`src/rtl/mode_osd.sv`:
```
// Mode-indicator on-screen display: overlays 8 cells after each mode change, opaque then half-blended, then removed.
// Latency: fixed 2 cycles on hs/vs/de/data; no stalls, no backpressure.
module mode_osd #(
    parameter int unsigned H_WIDTH     = 1920,
    parameter int unsigned V_HEIGHT    = 1080,
    parameter int unsigned OSD_X       = 32,
    parameter int unsigned OSD_Y       = 32,
    parameter int unsigned CELL_LOG2   = 4,
    parameter int unsigned SHOW_FRAMES = 120,
    parameter int unsigned FADE_FRAMES = 30
) (
    input  logic        clk_i,
    input  logic        rst_i,
    input  logic [2:0]  mode_i,
    input  logic        vin_hs_i,
    input  logic        vin_vs_i,
    input  logic        vin_de_i,
    input  logic [23:0] vin_data_i,
    output logic        vout_hs_o,
    output logic        vout_vs_o,
    output logic        vout_de_o,
    output logic [23:0] vout_data_o
);

    localparam int unsigned XW   = $clog2(H_WIDTH + 1);
    localparam int unsigned YW   = $clog2(V_HEIGHT + 1);
    localparam int unsigned CMAX = (SHOW_FRAMES > FADE_FRAMES) ? SHOW_FRAMES : FADE_FRAMES;
    localparam int unsigned CW   = (CMAX > 1) ? $clog2(CMAX) : 1;
    localparam int unsigned CELL = 1 << CELL_LOG2;

    typedef enum logic [1:0] {IDLE, SHOW, FADE} state_e;

    // stage 1
    logic          hs1_q, vs1_q, de1_q;
    logic [23:0]   data1_q;
    logic [XW-1:0] x_q, x_d;
    logic [YW-1:0] y_q, y_d;
    state_e        state_q, state_d;
    logic [CW-1:0] cnt_q, cnt_d;
    logic [2:0]    mode_shown_q, mode_shown_d;

    // stage 2
    logic          vout_hs_q, vout_vs_q, vout_de_q;
    logic [23:0]   vout_data_q, vout_data_d;

    logic vs_rise, de_rise, de_fall;

    assign vs_rise = vin_vs_i & ~vs1_q;
    assign de_rise = vin_de_i & ~de1_q;
    assign de_fall = ~vin_de_i & de1_q;

    // Counters are tagged onto the pixel as it enters stage 1.
    always_comb begin
        x_d = x_q;
        y_d = y_q;
        if (vin_de_i) begin
            if (de_rise)
                x_d = '0;
            else if (x_q != '1)
                x_d = x_q + XW'(1);
        end
        if (vs_rise)
            y_d = '0;
        else if (de_fall && y_q != '1)
            y_d = y_q + YW'(1);
    end

    always_comb begin
        state_d      = state_q;
        cnt_d        = cnt_q;
        mode_shown_d = mode_shown_q;
        if (vs_rise) begin
            if (mode_i != mode_shown_q) begin
                mode_shown_d = mode_i;
                state_d      = SHOW;
                cnt_d        = CW'(SHOW_FRAMES - 1);
            end else begin
                case (state_q)
                    SHOW: begin
                        if (cnt_q == '0) begin
                            state_d = FADE;
                            cnt_d   = CW'(FADE_FRAMES - 1);
                        end else begin
                            cnt_d = cnt_q - CW'(1);
                        end
                    end
                    FADE: begin
                        if (cnt_q == '0)
                            state_d = IDLE;
                        else
                            cnt_d = cnt_q - CW'(1);
                    end
                    default: ;
                endcase
            end
        end
    end

    logic [31:0] x32, y32, x_off, cell_idx;
    logic        in_cell;
    logic [23:0] osd_col, blend_col;

    // Cell index by shift; the saturated x value is never below H_WIDTH.
    always_comb begin
        x32      = 32'(x_q);
        y32      = 32'(y_q);
        x_off    = x32 - OSD_X;
        cell_idx = x_off >> CELL_LOG2;
        in_cell  = de1_q
                && (x32 >= OSD_X) && (x32 < H_WIDTH) && (cell_idx < 32'd8)
                && (y32 >= OSD_Y) && (y32 < OSD_Y + CELL) && (y32 < V_HEIGHT);
        osd_col  = (cell_idx[2:0] == mode_shown_q) ? 24'hFFFFFF : 24'h404040;
        blend_col[23:16] = {1'b0, data1_q[23:17]} + {1'b0, osd_col[23:17]};
        blend_col[15:8]  = {1'b0, data1_q[15:9]}  + {1'b0, osd_col[15:9]};
        blend_col[7:0]   = {1'b0, data1_q[7:1]}   + {1'b0, osd_col[7:1]};
        vout_data_d = data1_q;
        if (in_cell) begin
            if (state_q == SHOW)
                vout_data_d = osd_col;
            else if (state_q == FADE)
                vout_data_d = blend_col;
        end
    end

    always_ff @(posedge clk_i) begin
        if (rst_i) begin
            hs1_q        <= 1'b0;
            vs1_q        <= 1'b0;
            de1_q        <= 1'b0;
            data1_q      <= '0;
            x_q          <= '0;
            y_q          <= '0;
            state_q      <= IDLE;
            cnt_q        <= '0;
            mode_shown_q <= '0;
            vout_hs_q    <= 1'b0;
            vout_vs_q    <= 1'b0;
            vout_de_q    <= 1'b0;
            vout_data_q  <= '0;
        end else begin
            hs1_q        <= vin_hs_i;
            vs1_q        <= vin_vs_i;
            de1_q        <= vin_de_i;
            data1_q      <= vin_data_i;
            x_q          <= x_d;
            y_q          <= y_d;
            state_q      <= state_d;
            cnt_q        <= cnt_d;
            mode_shown_q <= mode_shown_d;
            vout_hs_q    <= hs1_q;
            vout_vs_q    <= vs1_q;
            vout_de_q    <= de1_q;
            vout_data_q  <= vout_data_d;
        end
    end

    assign vout_hs_o   = vout_hs_q;
    assign vout_vs_o   = vout_vs_q;
    assign vout_de_o   = vout_de_q;
    assign vout_data_o = vout_data_q;

endmodule

```
`config.mk`:
```
export PLATFORM = sky130hd
export DESIGN_NAME = mode_osd
export DESIGN_NICKNAME = d
export VERILOG_FILES = /design/src/rtl/mode_osd.sv
export SDC_FILE = /design/constraint.sdc
export NUM_CORES = 1
export LEC_CHECK = 0
export BUFFER_PORTS_ARGS = -buffer_cell sky130_fd_sc_hd__buf_2
export CAP_MARGIN = 0
export CORE_MARGIN = 10
export CORE_UTILIZATION = 50
export DETAILED_ROUTE_END_ITERATION = 12
export PLACE_DENSITY_LB_ADDON = 0.15
export SYNTH_ARGS = -nofsm -noshare
export SYNTH_HDL_FRONTEND = slang
export SYNTH_SLANG_ARGS = --single-unit
```
`constraint.sdc`:
```
create_clock -name clk_i -period 3.7 [get_ports clk_i]
set_clock_uncertainty 0.05 [all_clocks]
set_input_delay 0.37 -clock clk_i [delete_from_list [all_inputs] [get_ports clk_i]]
set_output_delay 0.37 -clock clk_i [all_outputs]
set_load 0.005 [all_outputs]
```
==> flow_summary.toml, run 1 <==
[synthesis]
synth_top_area_share_pct = 39.4
ys_ff_latch = 88
async_reset_ff_share_pct = 0
synth_nets = 558
yosysTopAreaCell = "dfxtp_1"
synthDistinctLibCells = 59
synth_edf_count = 0
ys.flop_type = "dfxtp_1"
synth_warnings = 0
syn_inst = 499
ys_seq_area_share_pct = 39.4
synth_area_leaders = "dfxtp_1 39%, ha_1 6.7%, nor2_1 4.5%"
avgSynthCellArea_sq_um = 8.97
synth_area_sq_um = 4470

[hold_path]
whs_path_depth = 2
min-delay-path-class = "in2reg"

[finish]
multi_input_area_sq_um = 2570
utilization_pct = 58.0
fin_nets = 607
fillers = 786
stdcell_count = 661
synthToLayoutAreaGrowth_pct = 13.0
seq_area_sq_um = 1760
num_antenna_cells = 0
drive_gt1_share_pct = 17.0
final_area_sq_um = 5050

[critical_path]
worst-path-max-fanout = 16
cpPeakStageDelay_ns = 0.49
crit_slowest_cell = "dfxtp_1"
critPathTopFamily = "compound AO/OA/AOI/OAI gates"
crit_required_ns = 3.87
crit_buf_inv = 2
crit_arrival_ns = 3.41
startpoint_type = "flop"
crit_type = "reg2reg"
cp.depth = 11
path_cells = "inv_2, ha_1, xor2_1, and3_1, buf_4, ha_1, a21o_1, a221oi_1, xor2_1, o21ai_0, a21oi_1"
end_kind = "flop"
reg2reg_depth = 11

[global_routing]
grt_overflow = 0
grt_usage_pct = 16.2
antenna_found_initial = 0
grt_max_degree = 52
grt_pass1_vias = 3782
grt_pass1_wl_microns = 17700

[clock_network]
cts-root-buf = "clkbuf_8"
worstSkewPairLatency_ns = 0.36
clock-sinks = 88
cts_tree = "yes"
clk_pin_slew_ns = 0.09
cts_setup_buffers = 0
clk_path_buf_depth = 2
numCtsBuffers = 9
cts_hold_buffers = 0
post_cts_resized = 0
htree_levels = 3

[power]
ir_drop_mv = 0.204
power.density_nw_per_um2 = 389
power.total_mw = 1.97
p_leak_nw = 2.15

[drt]
drc = 0
vias = 3724
vias_per_cell = 5.63
drtPass1Iterations = 5
drt_iter0_drc = 159
routed_wl_microns = 10400
ant_nets = 0
wl_per_cell_microns = 15.8

[timing]
finalCriticalPeriod_ns = 3.24
timing.final.crit_share_pct = 87.6
rsz0062_at_grt = "no"
timing.fmax_mhz = 309
final_hold_viol_count = 0
report.final.slew_viol_count = 0
setup_violations = 0
slew_headroom_pct = 36.8
fin_tns_setup_ns = 0
setup_slack_ns = 0.460
tightest_slew_ns = 0.945
hold_slack_ns = 0.167

[die]
die_y_microns = 115
core-area_sq_um = 8720
num_rows = 34
io_pins = 59
die_x_microns = 115
dieArea_sq_um = 13100
start_util_pct = 51.3

[placement]
dp_slack_ns = 0.534
gp_congestion = 0.848
placedCellCount = 645
dpl.hpwl_microns = 7290
place_area_sq_um = 4830
numPortBuffers = 58

[run_status]
status = "finished clean"

[flow_run]
drv_cap = 0
[synthesized netlist by cell type, types with 2 or more instances]
cell and number:
a31o_2 2, nor2_1 54, and4_1 3, dfxtp_1 88
and3_1 11, and2_1 2, nand2b_1 6, nand4_1 7
o2111ai_1 2, a21oi_1 23, ha_1 24, fa_1 3
buf_2 2, o211a_1 2, nor2b_1 32, a31oi_1 4
mux2_2 6, a21o_1 6, o21ai_0 28, nand3_1 8
o21ai_1 4, a211oi_1 4, xnor2_1 16, a211o_1 3
nor3_1 14, maj3_1 2, o211ai_1 4, a22oi_1 6
o21bai_1 3, nand2_1 29, nor4b_1 2, clkbuf_1 20
xor2_1 19, or3_1 3, a311oi_1 5, inv_1 12
a221oi_1 18
[per-layer routing]
metal	vias up	wire length (microns)	track usage, %	part of all wire, %
met3	6	559	4.77	5.4
met2	70	5220	28.0	50
met4	0	102	4.59	0.98
met5	-	0	0	0
li1	1887	-	-	-
met1	1761	4560	18.9	44
[state kept, by name (all words and copies together) (netlist names), 2 cells and up]
register / count
data1_q: 24
cnt_q: 7
vout_data_o: 24
y_q: 11
state_q: 2
mode_shown_q: 3
x_q: 11
[final timing paths]
kind	endpoint	slack, ns	startpoint
max	vout_data_o[5]	0.46	x_q[6]
min	data1_q[2]	0.17	vin_data_i[2]
max reg2reg	vout_data_o[5]	0.46	x_q[6]
min reg2reg	vout_hs_o	0.40	hs1_q
[layout make-up]
| cell class | count | share of cell area, % |
|---|---|---|
| Timing Repair Buffer | 61 | 6.19 |
| Tap cell | 108 | 2.67 |
| Clock buffer | 12 | 2.87 |
| Multi-Input combinational cell | 375 | 50.9 |
| Clock inverter | 4 | 1.51 |
| Inverter | 13 | 0.965 |
| Sequential cell | 88 | 34.9 |
[cell usage in the layout (no fill, tap or decap), types with 5 or more instances in the layout]
cell      count
a21o_1        6
a21oi_1      23
a221oi_1     18
a22oi_1       6
a311oi_1      5
and3_1       11
buf_2        58
clkbuf_8     10
dfxtp_1      88
ha_1         24
inv_1        12
mux2_2        6
nand2_1      29
nand2b_1      6
nand3_1       8
nand4_1       7
nor2_1       54
nor2b_1      32
nor3_1       14
o21ai_0      28
xnor2_1      16
xor2_1       19
[where the power goes]
part / internal (mW) / leakage (nW) / switching, mW / total [mW]
Clock: 0.402 / 0.107 / 0.332 / 0.734
Combinational: 0.0949 / 1.32 / 0.114 / 0.209
Sequential: 0.985 / 0.723 / 0.0383 / 1.02
Total: 1.48 / 2.15 / 0.485 / 1.97
[cells by family (layout without fill, tap and decap cells)]
logic type | count (synthesis) | in the layout | share of synthesized area, %
XOR/XNOR | 35 | 35 | 6.85
AO/OA/AOI/OAI | 123 | 123 | 19.3
AND/OR/NAND/NOR | 181 | 181 | 21.1
flip-flops | 88 | 88 | 39.4
buffers and inverters | 36 | 90 | 3.08
adder cells (fa/ha/maj) | 29 | 29 | 8.50
multiplexers | 7 | 7 | 1.73
Note: power is estimated with default switching activity, not from simulation.
==> run 2: changes to the inputs <==
Settings changed: CORE_MARGIN 10 to 4.
==> run 2 against run 1 <==
Hold slack lost 0.00057 ns; non-clock buffer count grew 1; sequential cell count is the same; count of clock-buffer cells in the layout shrank 2; first-iteration DRC count grew 32%; sequential power is essentially flat; clock power shrank 24%; critical path type unchanged.
==> flow_summary.toml, run 2 (synthesized netlist as in run 1, its figures left out) <==
[die]
num_rows = 34
start_util_pct = 51.3
die_y_microns = 103
dieArea_sq_um = 10500
die_x_microns = 103
io_pins = 59
core-area_sq_um = 8720

[critical_path]
path_cells = "inv_2, ha_1, xor2_1, and3_1, buf_4, ha_1, a21o_1, a31oi_1, nand2b_1, nand4_1, a311oi_1"
crit_slowest_cell = "dfxtp_1"
crit_arrival_ns = 3.38
worst-path-max-fanout = 16
startpoint_type = "flop"
crit_start = "x_q[6]"
crit_end = "vout_data_o[14]"
cpPeakStageDelay_ns = 0.49
crit_type = "reg2reg"
reg2reg_depth = 11
crit_top_cell = "ha_1"
rrSetupSlack_ns = 0.54
worstReg2RegEnd = "vout_data_o[14]"
end_kind = "flop"
crit-reg2reg-launch = "x_q[6]"
crit_required_ns = 3.92

[global_routing]
grt_max_degree = 52
grt_pass1_vias = 3674
antenna_found_initial = 0
grt_pass1_wl_microns = 17100
grt_usage_pct = 20.3
grt_overflow = 0

[power]
ir_drop_mv = 0.205
p_leak_nw = 2.13
switching_share_pct = 26.5
p_int_mw = 1.31
p_clk_share_pct = 31.2
comb_power_share_pct = 11.6
seq_power_share_pct = 57.2
power.density_nw_per_um2 = 358
p_switching_uw = 474

[timing]
tightest_slew_ns = 0.955
slew_headroom_pct = 36.1
setup_violations = 0
timing.fmax_mhz = 316
final_hold_viol_count = 0
setup_slack_ns = 0.536
fin_tns_setup_ns = 0
timing.final.crit_share_pct = 85.5
report.final.slew_viol_count = 0
finalCriticalPeriod_ns = 3.16
hold_slack_ns = 0.167
rsz0062_at_grt = "no"

[drt]
routed_wl_microns = 10000
vias = 3722
drc = 0
ant_nets = 0
wl_per_cell_microns = 15.2
drtPass1Iterations = 4
vias_per_cell = 5.63
drt_iter0_drc = 210

[finish]
synthToLayoutAreaGrowth_pct = 11.6
drive_gt1_share_pct = 17.2
stdcell_count = 661
num_antenna_cells = 0
final_cell_mix = "88 x dfxtp_1, 58 x buf_2, 54 x nor2_1, 32 x nor2b_1, 29 x nand2_1"
final_area_sq_um = 4990
final_common_cell = "dfxtp_1"
fin_nets = 608

[clock_network]
cts_tree = "yes"
htree_levels = 3
cts_hold_buffers = 0
clk_pin_slew_ns = 0.08
cts-root-buf = "clkbuf_8"
clock-sinks = 88
clk_path_buf_depth = 2
numCtsBuffers = 9
cts_setup_buffers = 0
post_cts_resized = 0
worstSkewPairLatency_ns = 0.36

[placement]
numPortBuffers = 58
gp_congestion = 0.867
dpl.hpwl_microns = 6910
placedCellCount = 646
dp_slack_ns = 0.576
place_area_sq_um = 4840

[run_status]
status = "finished clean"

[flow_run]
drv_cap = 0

[hold_path]
min-delay-path-class = "in2reg"
whs_path_depth = 2
## run 2: cell types whose count changed in the layout (fill, tap and decap cells not counted)
cell	delta
bufinv_16	-2
clkinv_2	+5
clkbuf_8	-1
buf_4	+1
clkinvlp_4	-1
clkbuf_1	-1
inv_6	-1
## run 2: through the flow
stage | total power, mW | utilization (%)
finish | 1.79 | 57.3
global route | 1.87 | 57.3
CTS | 1.81 | 57.3
detailed placement | 1.25 | 55.5
global placement | 1.25 | 55.5
floorplan | 1.19 | -
## run 2: worst min path at each step
stage | startpoint | end | slack [ns]
after floorplan | hs1_q | vout_hs_o | 0.36
after global placement | hs1_q | vout_hs_o | 0.37
after detailed placement | hs1_q | vout_hs_o | 0.40
after CTS | vin_data_i[11] | data1_q[11] | 0.15
after global routing | vin_data_i[11] | data1_q[11] | 0.16
final | vin_data_i[11] | data1_q[11] | 0.17
## run 2: layer usage
layer / vias up / wire (microns) / track usage [%]
li1: 1889 / - / -
met1: 1734 / 4380 / 25.1
met2: 88 / 4970 / 35.0
met3: 11 / 587 / 4.33
met4: 0 / 112 / 6.96
met5: - / 0 / 0
## run 2: final cells by class
cell class,count,area (sq um)
Tap cell,108,135
Sequential cell,88,1760
Inverter,13,48.8
Clock buffer,10,128
Multi-Input combinational cell,375,2570
Fill cell,818,3730
Clock inverter,5,25.0
Timing Repair Buffer,62,320
## run 2: critical path: cells and delay by family (launching register included)
| kind | cells | cell delay, ns |
|---|---|---|
| DFF | 1 | 0.49 |
| and+or+nand+nor | 3 | 0.67 |
| adders and majority gates | 2 | 0.61 |
| buffers and inverters | 2 | 0.37 |
| AOI/OAI and AO/OA | 3 | 0.72 |
| xor gates and xnor gates | 1 | 0.17 |
## run 2: power by group through the flow
stage,combinational [mW],clock (mW),sequential (mW)
6_report,0.207,0.558,1.02
5_1_grt,0.234,0.610,1.03
4_1_cts,0.209,0.580,1.02
3_5_place_dp,0.208,0,1.05
3_3_place_gp,0.203,0,1.04
2_1_floorplan,0.153,0,1.03
